### src/rtl/filter_pkg.sv
// Shared types and widths for the single-pixel filter frame controllers.
package filter_pkg;

  localparam int COORD_W  = 12;
  localparam int PIXCNT_W = 24;
  localparam int CREDIT_W = 8;

  typedef enum logic [1:0] {
    IDLE  = 2'd0,
    RUN   = 2'd1,
    DRAIN = 2'd2
  } state_t;

endpackage

### src/rtl/credit_counter.sv
// Downstream buffer credit tracker: take a credit per issue, return one per pop,
// and flag a pop that would push the count past the buffer depth.
module credit_counter
  import filter_pkg::*;
#(
  parameter int DEPTH = 8
) (
  input  logic CLK,
  input  logic RST,
  input  logic dec,
  input  logic inc,
  output logic empty,
  output logic overflow
);

  localparam logic [CREDIT_W-1:0] FULL = CREDIT_W'(DEPTH);

  logic [CREDIT_W-1:0] count_reg;
  logic [CREDIT_W-1:0] count_next;

  always_comb begin
    count_next = count_reg;
    overflow   = 1'b0;
    if (inc && !dec) begin
      if (count_reg == FULL) begin
        overflow = 1'b1;
      end else begin
        count_next = count_reg + CREDIT_W'(1);
      end
    end else if (dec && !inc && count_reg != '0) begin
      count_next = count_reg - CREDIT_W'(1);
    end
  end

  always_ff @(posedge CLK or posedge RST) begin
    if (RST) begin
      count_reg <= FULL;
    end else begin
      count_reg <= count_next;
    end
  end

  assign empty = (count_reg == '0);

endmodule

### src/rtl/filter_frame_ctrl.sv
// Frame sequencer for per-pixel filters: raster coordinate generation, credit-gated
// issue strobe, WREN return counting and frame-done reporting.
module filter_frame_ctrl
  import filter_pkg::*;
#(
  parameter int WIDTH   = 640,
  parameter int HEIGHT  = 480,
  parameter int CREDITS = 8
) (
  input  logic               CLK,
  input  logic               RST,
  input  logic               START,
  output logic               BUSY,
  output logic               DONE,
  output logic               ERR,
  input  logic               IN_VALID,
  input  logic               DS_POP,
  output logic [COORD_W-1:0] POSX,
  output logic [COORD_W-1:0] POSY,
  output logic               READY,
  input  logic               WREN
);

  localparam logic [COORD_W-1:0]  X_LAST = COORD_W'(WIDTH - 1);
  localparam logic [COORD_W-1:0]  Y_LAST = COORD_W'(HEIGHT - 1);
  localparam logic [PIXCNT_W-1:0] TOTAL  = PIXCNT_W'(WIDTH * HEIGHT);

  state_t               state_reg, state_next;
  logic [COORD_W-1:0]   posx_reg, posx_next;
  logic [COORD_W-1:0]   posy_reg, posy_next;
  logic [PIXCNT_W-1:0]  issued_reg, issued_next;
  logic [PIXCNT_W-1:0]  received_reg, received_next;
  logic                 busy_reg, busy_next;
  logic                 done_reg, done_next;
  logic                 err_reg, err_next;
  logic                 credit_empty;
  logic                 credit_overflow;
  logic                 ready;

  assign ready = (state_reg == RUN) && IN_VALID && !credit_empty;

  credit_counter #(
    .DEPTH(CREDITS)
  ) u_credit (
    .CLK     (CLK),
    .RST     (RST),
    .dec     (ready),
    .inc     (DS_POP),
    .empty   (credit_empty),
    .overflow(credit_overflow)
  );

  always_comb begin
    state_next    = state_reg;
    posx_next     = posx_reg;
    posy_next     = posy_reg;
    issued_next   = issued_reg;
    received_next = received_reg;
    done_next     = 1'b0;
    err_next      = err_reg;

    case (state_reg)
      IDLE: begin
        if (START) begin
          state_next    = RUN;
          posx_next     = '0;
          posy_next     = '0;
          issued_next   = '0;
          received_next = '0;
          err_next      = 1'b0;
        end
      end
      RUN: begin
        if (ready) begin
          issued_next = issued_reg + PIXCNT_W'(1);
          if (posx_reg == X_LAST) begin
            posx_next = '0;
            posy_next = posy_reg + COORD_W'(1);
            if (posy_reg == Y_LAST) begin
              state_next = DRAIN;
            end
          end else begin
            posx_next = posx_reg + COORD_W'(1);
          end
        end
      end
      default: begin
      end
    endcase

    // Returns are only legal inside a frame and never ahead of what was issued.
    if (WREN) begin
      if (state_reg == IDLE || received_reg >= issued_reg) begin
        err_next = 1'b1;
      end else begin
        received_next = received_reg + PIXCNT_W'(1);
      end
    end

    // Finish on the cycle the last return lands so DONE is registered one cycle later.
    if (state_reg == DRAIN && received_next == TOTAL) begin
      done_next  = 1'b1;
      state_next = IDLE;
    end

    if (credit_overflow) begin
      err_next = 1'b1;
    end

    busy_next = (state_next != IDLE) || done_next;
  end

  always_ff @(posedge CLK or posedge RST) begin
    if (RST) begin
      state_reg    <= IDLE;
      posx_reg     <= '0;
      posy_reg     <= '0;
      issued_reg   <= '0;
      received_reg <= '0;
      busy_reg     <= 1'b0;
      done_reg     <= 1'b0;
      err_reg      <= 1'b0;
    end else begin
      state_reg    <= state_next;
      posx_reg     <= posx_next;
      posy_reg     <= posy_next;
      issued_reg   <= issued_next;
      received_reg <= received_next;
      busy_reg     <= busy_next;
      done_reg     <= done_next;
      err_reg      <= err_next;
    end
  end

  assign POSX  = posx_reg;
  assign POSY  = posy_reg;
  assign BUSY  = busy_reg;
  assign DONE  = done_reg;
  assign ERR   = err_reg;
  assign READY = ready;

endmodule

### config.mk
export PLATFORM = sky130hd
export DESIGN_NAME = filter_frame_ctrl
export DESIGN_NICKNAME = d
export VERILOG_FILES = /design/src/rtl/filter_pkg.sv /design/src/rtl/credit_counter.sv /design/src/rtl/filter_frame_ctrl.sv
export SDC_FILE = /design/constraint.sdc
export NUM_CORES = 1
export LEC_CHECK = 0
export ABC_CLOCK_PERIOD_IN_PS = 3300
export CORE_MARGIN = 10
export CORE_UTILIZATION = 50
export DETAILED_ROUTE_END_ITERATION = 10
export PLACE_DENSITY = 0.77
export SYNTH_ARGS = -nofsm -noshare
export SYNTH_HDL_FRONTEND = slang
export SYNTH_SLANG_ARGS = --single-unit
### constraint.sdc
create_clock -name CLK -period 3.3 [get_ports CLK]
set_clock_uncertainty 0.15 [all_clocks]
set_input_delay 0.66 -clock CLK [delete_from_list [all_inputs] [get_ports CLK]]
set_output_delay 0.66 -clock CLK [all_outputs]
set_load 0.05 [all_outputs]
==> flow_summary_export.csv <==
group,metric,value,unit
layout,final_common_cell,"dfrtp_1",
layout,layout_common_cells,"dfrtp_1 (82), nor2_1 (68), nand2_1 (67), buf_4 (43), o21ai_0 (42)",
layout,drive_gt1_frac,0.1447,
drt,drt_wl_total,14430,um
placement,gp_congestion,0.9085,
grt,globalRouteOverflowTotal,0,
floorplan,start_util,0.5184,
timing,hold_slack,337.0,ps
setup_path,critPathLaunchType,"register",
timing,fmax,300.7,MHz
synth,synth_top_cell_by_area,"dfrtp_1",
timing,finalMaxSlewViolations,0,
layout,final_util,0.6263,
cts,ctsHoldBuffers,0,
synth,synth_ff_type,"dfrtp_1",
layout,final_area,0.006524,mm^2
synth,yosysSeqAreaShare,0.3941,
run,cap_violations,0,
grt,globalRouteTotalUtil,0.1923,
synth,synthArstFlopShare,1.000,
layout,fin_cells,827,
grt,antenna_found_initial,0,
timing,hold_viol,0,
min_path,min_path_type,"register to register",
cts,clk_pin_slew,90,ps
synth,syn-instance-count,620,
placement,port-buffer-count,33,
setup_path,required,3450,ps
drt,antenna_left,0,
placement,postPlaceCellArea,0.006133,mm^2
drt,vias,4822,
placement,place_inst,805,
setup_path,reg2reg_slack,-30,ps
floorplan,die_area,0.01536,mm^2
floorplan,core,0.01042,mm^2
layout,antenna_cells,0,
synth,syn-num-nets,661,
drt,viasPerCell,5.831,
synth,syn_area_per_cell,8.710,um^2
placement,detailed_place_hpwl,10280,um
synth,synth_top_area_frac,0.3892,
layout,fin_nets,727,
setup_path,worst_r2r_startpoint,"u_credit.count_reg[0]",
cts,cts_buffers,9,
min_path,hold_start,"u_credit.count_reg[7]",
timing,fin_crit_sh,1.008,
layout,areaGrowthSynthToFinish,20.81,%
grt,grt_pass1_vias,4779,
synth,yosys-top-cells-area,"dfrtp_1 (39%), ha_1 (7.9%), xnor2_1 (5.0%)",
drt,drt_iter0_markers,328,
drt,post_drt_wl_per_cell,17.45,um
setup_path,crit_path_end_kind,"register",
run_status,violations,"setup timing",
pwr,ir_drop,0.0005524,V
timing,slew_headroom,0.6068,
timing,tightest_slew,574.9,ps
run_status,status,"finished, violations left",
min_path,worstHoldEndpoint,"u_credit.count_reg[7]",
floorplan,die_h,123.9,um
cts,clockBufferDepth,2,
timing,rsz0062_at_grt,"yes",
synth,synthDistinctLibCells,61,
setup_path,reg2reg_to,"u_credit.count_reg[7]",
synth,yosys_register_bits,85,
cts,worst_skew_pair.late_latency,370,ps
drt,drcViolationCount,0,
synth,mappedNetlistArea,0.005400,mm^2
floorplan,fp.dieW,123.9,um
setup_path,worstRegToRegCells,13,
drt,dr.pass1.iters,4,
setup_path,cp.arrival,3470,ps
cts,clock-root-buffer,"clkbuf_8",
synth,yosys_warnings,0,
grt,grt_max_degree,86,
setup_path,worst-path-max-fanout,4,
pwr,leakage,0.002898,uW
synth,synth_edf_count,0,
timing,setup-violations-final,1,
floorplan,rows,37,
timing,setup-tns-final,-25.48,ps
grt,grt_pass1_wl,23610,um
floorplan,ios,34,
timing,fin_ws,-25.48,ps
cts,cts_max_level,3,
setup_path,crit_type,"register to register",
pwr,power_per_cell_area,538.5,mW/mm^2
min_path,min_delay_path_depth,1,
cts,clkSinkCount,85,
cts,cts_tree,"built",
timing,fin_crit,3325,ps
[cell type report]
| cell class | count | area, um^2 |
|---|---|---|
| inverter | 38 | 143.9 |
| tap | 136 | 170.2 |
| multi-input combinational | 475 | 3148 |
| clock buffer | 11 | 141.4 |
| clock inverter | 5 | 106.4 |
| sequential | 85 | 2131 |
| fill | 870 | 3892 |
| timing repair buffer | 77 | 683.2 |
[power breakdown]
group	internal, uW	total [uW]	switching, uW
clock network	527	933	405
logic	524	1200	673
registers	1200	1380	182
[worst max path at each step]
| stage | startpoint | depth (start not counted) | to |
|---|---|---|---|
| 2_1_floorplan | u_credit.count_reg[6] | 13 | u_credit.count_reg[7] |
| 3_3_place_gp | IN_VALID | 13 | u_credit.count_reg[7] |
| 3_5_place_dp | u_credit.count_reg[6] | 13 | u_credit.count_reg[7] |
| 4_1_cts | u_credit.count_reg[6] | 13 | u_credit.count_reg[7] |
| 5_1_grt | u_credit.count_reg[0] | 13 | u_credit.count_reg[7] |
| 6_report | u_credit.count_reg[0] | 13 | u_credit.count_reg[7] |
[cell families (layout without fill, tap and decap cells)]
family,Yosys count,count (layout),share of synthesized area
multiplexers,7,7,0.01436
adder cells (fa/ha/maj),35,35,0.08248
flip-flops,85,85,0.3941
buffers and inverters,60,131,0.04356
XOR/XNOR,49,49,0.07947
AO/OA/AOI/OAI,117,117,0.1323
AND/OR/NAND/NOR,267,267,0.2537
[synth_stat cells, drive strengths merged (15+ instances only)]
library cell,count
a21oi,30
and3,17
clkbuf,16
dfrtp,84
ha,34
inv,38
nand2,68
nand3,32
nand4,21
nor2,70
nor3,15
o21ai,45
xnor2,31
xor2,18
[layer usage]
metal | global-route usage | up-vias | part of all wire
met5 | 0 | - | 0
met4 | 0.06187 | 0 | 0.020
met3 | 0.05928 | 26 | 0.066
met2 | 0.3103 | 138 | 0.48
met1 | 0.2415 | 2340 | 0.44
li1 | - | 2318 | -
[through the flow]
step | power (uW) | worst slack (ps)
after CTS | 3404 | 18.08
final | 3513 | -25.48
after global placement | 2384 | 83.15
after global routing | 3738 | -222.5
after detailed placement | 2441 | -143.7
after floorplan | 2129 | 21.45
[repair_timing]
action	in CTS	in global routing
setup endpoints to repair	1	4
pin swaps	1	9
setup buffers	2	4
resized for setup	3	18
[critical path: stages, from the launching register on]
cell	delay (ps)
dfrtp_1	420
or4_4	580
o311ai_4	340
nand2_2	150
ha_4	230
a21o_1	170
a21oi_2	130
nor2b_1	60
o21a_1	190
o21ai_2	170
nand2b_1	100
a21oi_2	170
mux2i_1	240
xor2_1	150
(Power assumes the default switching activity.)
